**config.mk**
```make
export PLATFORM = sky130hd
export DESIGN_NAME = key_direction
export DESIGN_NICKNAME = d
export VERILOG_FILES = /design/src/rtl/key_direction.sv
export SDC_FILE = /design/constraint.sdc
export NUM_CORES = 1
export LEC_CHECK = 0
export BUFFER_PORTS_ARGS = -buffer_cell sky130_fd_sc_hd__buf_4
export CELL_PAD_IN_SITES_DETAIL_PLACEMENT = 0
export CELL_PAD_IN_SITES_GLOBAL_PLACEMENT = 2
export CORE_MARGIN = 2
export CORE_UTILIZATION = 36
export DETAILED_ROUTE_END_ITERATION = 8
export GPL_TIMING_DRIVEN = 0
export HOLD_SLACK_MARGIN = 0.15
export PLACE_DENSITY_LB_ADDON = 0.3
export SLEW_MARGIN = 40
export SYNTH_ARGS = -nofsm -noshare
export SYNTH_HDL_FRONTEND = slang
export SYNTH_SLANG_ARGS = --single-unit
export TNS_END_PERCENT = 1
```
**constraint.sdc**
```tcl
create_clock -name Clk -period 4.05 [get_ports Clk]
set_input_delay 0.81 -clock Clk [delete_from_list [all_inputs] [get_ports Clk]]
set_output_delay 0.81 -clock Clk [all_outputs]
set_load 0.005 [all_outputs]
```
**src/rtl/key_direction.sv**
```systemverilog
// PS/2 set-2 scan-code parser: W/A/S/D and arrow make/break into a held mask and a per-frame direction code.
// Latency: held updates at the byte's edge; USER_INPUT updates at the next frame_tick. No backpressure.
module key_direction #(
  parameter int unsigned PREFIX_TIMEOUT = 1_000_000
) (
  input  logic       Clk,
  input  logic       Reset_n,
  input  logic [7:0] scan_code,
  input  logic       scan_valid,
  input  logic       frame_tick,
  output logic [2:0] USER_INPUT,
  output logic [3:0] held,
  output logic       seq_err
);

  localparam int CW = (PREFIX_TIMEOUT > 1) ? $clog2(PREFIX_TIMEOUT) : 1;

  typedef enum logic [1:0] {S_IDLE, S_EXT, S_BRK, S_EXT_BRK} state_t;

  // Direction index doubles as the bit position in the held mask.
  localparam logic [1:0] DIR_UP    = 2'd0;
  localparam logic [1:0] DIR_LEFT  = 2'd1;
  localparam logic [1:0] DIR_DOWN  = 2'd2;
  localparam logic [1:0] DIR_RIGHT = 2'd3;

  state_t          state_q;
  logic [3:0]      held_q;
  logic [1:0]      last_q;
  logic            last_v_q;
  logic [2:0]      ui_q;
  logic            seq_err_q;
  logic [CW-1:0]   cnt_q;

  logic            is_ext;
  logic            is_brk;
  logic            hit;
  logic [1:0]      dir;
  logic [1:0]      cand_dir;
  logic            cand_v;
  logic [2:0]      ui_d;

  assign is_ext = (state_q == S_EXT) || (state_q == S_EXT_BRK);
  assign is_brk = (state_q == S_BRK) || (state_q == S_EXT_BRK);

  always_comb begin
    hit = 1'b0;
    dir = DIR_UP;
    if (is_ext) begin
      case (scan_code)
        8'h75: begin hit = 1'b1; dir = DIR_UP;    end
        8'h6B: begin hit = 1'b1; dir = DIR_LEFT;  end
        8'h72: begin hit = 1'b1; dir = DIR_DOWN;  end
        8'h74: begin hit = 1'b1; dir = DIR_RIGHT; end
        default: ;
      endcase
    end else begin
      case (scan_code)
        8'h1D: begin hit = 1'b1; dir = DIR_UP;    end
        8'h1C: begin hit = 1'b1; dir = DIR_LEFT;  end
        8'h1B: begin hit = 1'b1; dir = DIR_DOWN;  end
        8'h23: begin hit = 1'b1; dir = DIR_RIGHT; end
        default: ;
      endcase
    end
  end

  // Most recent press wins; otherwise fall back to the fixed priority over held keys.
  always_comb begin
    cand_v   = 1'b1;
    cand_dir = last_q;
    if (!last_v_q) begin
      if (held_q[0])      cand_dir = DIR_UP;
      else if (held_q[1]) cand_dir = DIR_LEFT;
      else if (held_q[2]) cand_dir = DIR_DOWN;
      else if (held_q[3]) cand_dir = DIR_RIGHT;
      else                cand_v   = 1'b0;
    end
    ui_d = 3'b000;
    if (cand_v) begin
      case (cand_dir)
        DIR_UP:    ui_d = 3'b001;
        DIR_LEFT:  ui_d = 3'b010;
        DIR_DOWN:  ui_d = 3'b100;
        default:   ui_d = 3'b101;
      endcase
    end
  end

  always_ff @(posedge Clk or negedge Reset_n) begin
    if (!Reset_n) begin
      state_q   <= S_IDLE;
      held_q    <= 4'b0000;
      last_q    <= DIR_UP;
      last_v_q  <= 1'b0;
      ui_q      <= 3'b000;
      seq_err_q <= 1'b0;
      cnt_q     <= '0;
    end else begin
      seq_err_q <= 1'b0;
      if (frame_tick) ui_q <= ui_d;

      if (scan_valid) begin
        cnt_q <= '0;
        if (scan_code == 8'hE0) begin
          state_q <= S_EXT;
        end else if (scan_code == 8'hF0) begin
          case (state_q)
            S_IDLE:  state_q <= S_BRK;
            S_EXT:   state_q <= S_EXT_BRK;
            default: state_q <= state_q;
          endcase
        end else begin
          state_q <= S_IDLE;
          if (hit) begin
            if (!is_brk) begin
              if (!held_q[dir]) begin
                held_q[dir] <= 1'b1;
                last_q      <= dir;
                last_v_q    <= 1'b1;
              end
            end else if (held_q[dir]) begin
              held_q[dir] <= 1'b0;
              if (last_q == dir) last_v_q <= 1'b0;
            end
          end
        end
      end else if (state_q != S_IDLE) begin
        if (cnt_q == CW'(PREFIX_TIMEOUT - 1)) begin
          state_q   <= S_IDLE;
          cnt_q     <= '0;
          seq_err_q <= 1'b1;
        end else begin
          cnt_q <= cnt_q + CW'(1);
        end
      end
    end
  end

  assign USER_INPUT = ui_q;
  assign held       = held_q;
  assign seq_err    = seq_err_q;

endmodule

```
---- Yosys cells after proc, flatten, opt, wreduce, memory -nomap -nowiden ----
Cells that the tools add are included.
storage, ports and cells
  output and inout port bits .............. 8
  memories ................................ 0
  latch bits .............................. 0
  bits of input ports ..................... 12
  bits in read-only memories .............. 0
  flip-flop bits (word level) ............. 33
  RAM bits ................................ 0
  word-level logic and storage cells ...... 93
operators by class
  $mul .................................... 0
  magnitude comparators ................... 2
  multiplexer cells ....................... 41
  add/subtract/negate cells ............... 1
  equal/unequal tests ..................... 21
  divide/modulo/power cells ............... 0
  shifts and indexed selects .............. 0
  reduce and logical (&&, ||, !) cells .... 14
  bitwise operators ....................... 7
operator list
  kind                                                             number
  20-bit two-way mux                                               3
  8-bit by 7-bit == test with 1-bit output, second input constant  4
  8-bit by 5-bit == test with 1-bit output, second input constant  3
  2-bit two-way mux                                                11
  20-bit by 1-bit adder with 20-bit output, second input constant  1
  20-bit == test, second input constant                            1
  1-bit two-way mux                                                17
  8-bit == test, second input constant                             2
  4-bit two-way mux                                                3
  2-bit case mux with 3 select lines                               2
  6-bit AND reduction                                              2
  3-bit case mux with 3 select lines                               1
  8-bit by 6-bit == test with 1-bit output, second input constant  1
  4-bit OR reduction                                               2
  7-bit AND reduction                                              1
  2-bit == test, second input constant                             3
  2-bit nonzero test                                               3
  5-bit by 4-bit != test with 1-bit output, second input constant  1
  4-bit bitwise AND                                                1
  2-bit by 1-bit == test with 1-bit output, second input constant  2
  2-bit logical NOT                                                2
  2-bit by 1-bit != test with 1-bit output, second input constant  2
  1-bit NOT                                                        4
  4-bit NOT                                                        1
  other kinds (12)                                                 13

---- Longest topological paths before layout ----
  depth in word-level cells ............... 11
  mapped depth ............................ 12

---- Worst setup path before layout ----
Ideal clock, no wire load.
  path type ............................... input -> register
  start point ............................. in scan_code[7]
  end point ............................... reg last_v_q
  arrival ................................. 3.278 ns
  setup slack ............................. 0.652 ns
  path buffers ............................ 0
  stages .................................. 12
  data required time ...................... 3.930 ns
  library setup time ...................... 0.120 ns
  cell sequence ........................... nand4b_1 -> nor4_2 -> mux2i_1 -> nand4_1 -> mux2i_2 -> inv_1 -> ha_1 -> nor4b_1 -> a21boi_0 -> o21ai_1 -> o221a_1 -> a31o_1
between the ends
  cells in the longest elaborated chain, start to end .. 7
  elaborated cells between the ends (all ways) .. 27
  classes of those cells .................. 14 x eq/ne; 8 x mux; 2 x bitwise; 3 x reduce/logical
RTL lines
  element                                                                                            line      RTL
  start: declaration                                                                                 8         input logic [7:0] scan_code,
  8-bit by 6-bit == test with 1-bit output (tied with other cells)                                   57        case (scan_code)
  2-bit case mux with 3 select lines (on tied branches)                                              57, 49
  2-bit two-way mux                                                                                  48        if (is_ext) begin
  1-bit binary-select mux with 2-bit select                                                          116, 121
  1-bit two-way mux (implied by the code)                                                            116, 121
  2-bit by 1-bit != test with 1-bit output (no source line) / 2-bit != test (equally long branches)  n/a
  7-bit AND reduction (no source line) (*)                                                           n/a
  end signal: assignment                                                                             94        last_v_q <= 1'b0;
  end signal: assignment                                                                             119       last_v_q <= 1'b1;
  end signal: assignment                                                                             123       if (last_q == dir) last_v_q <= 1'b0;
  end: declaration                                                                                   29        logic last_v_q;
Every way passes the cells marked *; elsewhere a longest branch is shown, timed or not. The select of a mux whose other input is x is not followed.
A chain may end at the register's enable or synchronous reset.

---- Worst setup path in the final report ----
Ends and elaborated chain as after synthesis.

==> flow_summary.toml <==
[critical_path]
worstSetupEndpointType = "flop"
cp-start-kind = "primary input"
crit_slowest_cell = "nor4_2"
ff2ff_setup_slack_ps = 640
crit_chain = "buf_4 -> nand4b_1 -> nor4_2 -> mux2i_1 -> nand4_1 -> mux2i_2 -> inv_1 -> ha_1 -> nor4b_1 -> a21boi_0 -> o21ai_1 -> o221a_1 -> a31o_1"
cp.required_ps = 4230
r2r-end = "last_v_q$_DFFE_PN0P_"
reg2reg_depth = 12
arrival_ps = 3820
path_max_fanout = 5
cpPeakStageDelay_ps = 490
r2r-start = "state_q[0]$_DFFE_PN0P_"
critPathTopFamily = "simple AND/OR/NAND/NOR gates"
cp_num_buf_inv = 2
critPathKind = "in -> reg"

[timing]
finClkSkew_ps = 6.40
tightest_slew_ps = 663
slew_violations = 0
final.setup.tns_ps = 0
relSlewSlack_pct = 55.1
whs_ps = 454
rsz0062_at_grt = "no"
finalHoldViolCount = 0
finalCritPeriodShare_pct = 89.9
fin_crit_ps = 3640
max_freq_mhz = 275
setup_viol = 0

[logic_synthesis]
synthesis.area_um2 = 2120
synth_edf_count = 0
ys_seq_area_share_pct = 39.0
ys_seq_elements = 33
yosysWarnings = 0
async_reset_ff_share_pct = 100
postSynthCellCount = 246
syn_area_per_cell_um2 = 8.61
synth_cell_type_count = 48
synth_top_flop_cell = "dfrtp_1"
synth_fp_nets = 265

[route]
post-route-drc-count = 0
dr_total_vias = 1813
drtAntennaViolNets = 0
dr.pass1.iters = 4
routed_wl_um = 4620
wl_per_cell_um = 13.4
drtIter0Drc = 82
via_per_inst = 5.26

[clocking]
cts_tree = "yes"
cts_root_buf = "clkbuf_8"
clock-sinks = 33
clk_pin_slew_ps = 70
clk_latency_ps = 280
numCtsBuffers = 5
cts_max_path_buffers = 2
htree_levels = 2
cts_hold_buffers = 0
postCtsSetupRepairBufs = 0
cts-resized-gates = 0

[final_layout]
area_delta_synth_final_pct = 16.0
fin_cells = 345
antenna_cells = 0
multi_input_area_um2 = 1230
fill_cells = 591
drive_gt1_share_pct = 15.8
final_common_cell = "nor2_1"
final_nets = 291
final-seq-area_um2 = 826
layout.cells.most_common_list = "38 x nor2_1, 33 x dfrtp_1, 20 x nand2_1"

[global_routing]
antenna_found_initial = 0
grt_max_degree = 34
grt_first_pass_wirelength_um = 8140
grt_usage_pct = 16.1
grt_pass1_vias = 1723
grt-ovfl-total = 0

[power_and_ir_drop]
leakage_uw = 0.00109
p_per_area_nw_per_um2 = 267
ir_drop_v = 0.000177
power_uw = 656

[floorplanning]
die_y_um = 80.7
die-area_um2 = 6510
dieWidth_um = 80.7
core_um2 = 5610
start_util_pct = 37.8
pin_count = 20
num_rows = 27

[placement]
hpwl_um = 3400
gp_congestion = 0.805
placedCellCount = 337
io_buffer_count = 19

[run]
maxCapViolCount = 0

[worst_hold_path]
hp-class = "in -> async"

[status]
status = "finished clean"
## stage by stage
| step | util, % | instance area (um^2) | setup slack, ps |
|---|---|---|---|
| final | 43.8 | 2460 | 411 |
| after CTS | 43.8 | 2460 | 355 |
| after global routing | 43.8 | 2460 | 76.6 |
| after floorplan | - | 2120 | 652 |
| after detailed placement | 42.0 | 2360 | 53.4 |
| after global placement | 41.9 | 2350 | 51.7 |
## kinds of logic (layout without fill, tap and decap cells)
family          count (synthesis)  count (layout)  share of synthesized area [%]
simple gates                  125             125                           31.9
compound gates                 41              41                           11.8
flops                          33              33                           39.0
buf+inv                        18              45                           3.25
xor+xnor                       13              13                           5.38
mux                             9               9                           4.55
fa+ha+maj                       7               7                           4.13
## where the power goes
| group | leakage, uW | total (uW) | switching (uW) | internal [uW] |
|---|---|---|---|---|
| logic | 0.000591 | 45.5 | 29.1 | 16.4 |
| clock network | 0.0000542 | 279 | 125 | 154 |
| registers | 0.000442 | 331 | 0.663 | 330 |
## metal layers
layer	GRT usage, %	vias up	share of wire [%]	wire [um]
li1	-	928	-	-
met4	4.58	0	0.93	43
met5	0	-	0	0
met3	3.48	5	2.9	132
met2	23.9	21	42	1960
met1	23.4	859	54	2480
## how the worst max path moves through the flow
stage	start	end	slack (ps)	depth (start not counted)
2_1_floorplan	scan_code[7]	last_v_q$_DFFE_PN0P_	650	12
3_3_place_gp	scan_code[7]	last_v_q$_DFFE_PN0P_	50	13
3_5_place_dp	scan_code[7]	last_v_q$_DFFE_PN0P_	50	13
4_1_cts	scan_code[7]	last_v_q$_DFFE_PN0P_	360	13
5_1_grt	scan_code[7]	last_v_q$_DFFE_PN0P_	80	13
6_report	scan_code[7]	last_v_q$_DFFE_PN0P_	410	13
## synth_stat cells (2+ instances only)
library cell | instances | area share (%)
nor2_1 | 38 | 6.7
dfrtp_1 | 33 | 39
nand2_1 | 20 | 3.5
o21ai_0 | 15 | 3.5
inv_1 | 14 | 2.5
a21oi_1 | 10 | 2.4
nand3_1 | 10 | 2.4
xor2_1 | 10 | 4.1
nand2b_1 | 8 | 2.4
ha_1 | 7 | 4.1
nor3_1 | 7 | 1.7
mux2i_1 | 6 | 2.8
and3_1 | 5 | 1.5
nand4_1 | 5 | 1.5
o22ai_1 | 5 | 1.5
clkbuf_1 | 3 | 0.53
nand4b_1 | 3 | 1.2
nor4_1 | 3 | 0.89
or2_2 | 3 | 0.89
or3_1 | 3 | 0.89
or4_1 | 3 | 1.1
xnor2_1 | 3 | 1.2
and4_1 | 2 | 0.83
mux2_2 | 2 | 1.1
nand3b_1 | 2 | 0.71
nor2_4 | 2 | 1.1
nor2b_1 | 2 | 0.59
nor4b_1 | 2 | 0.83
## final cells by class
cell class                      instances  share of cell area, %
Multi-Input combinational cell        195                   50.0
Buffer                                  4                  0.662
Sequential cell                        33                   33.6
Timing Repair Buffer                   19                   5.80
Inverter                               14                   2.14
Clock buffer                            7                   3.92
Tap cell                               72                   3.67
Clock inverter                          1                  0.204
Power figures use the tool's default switching activity.
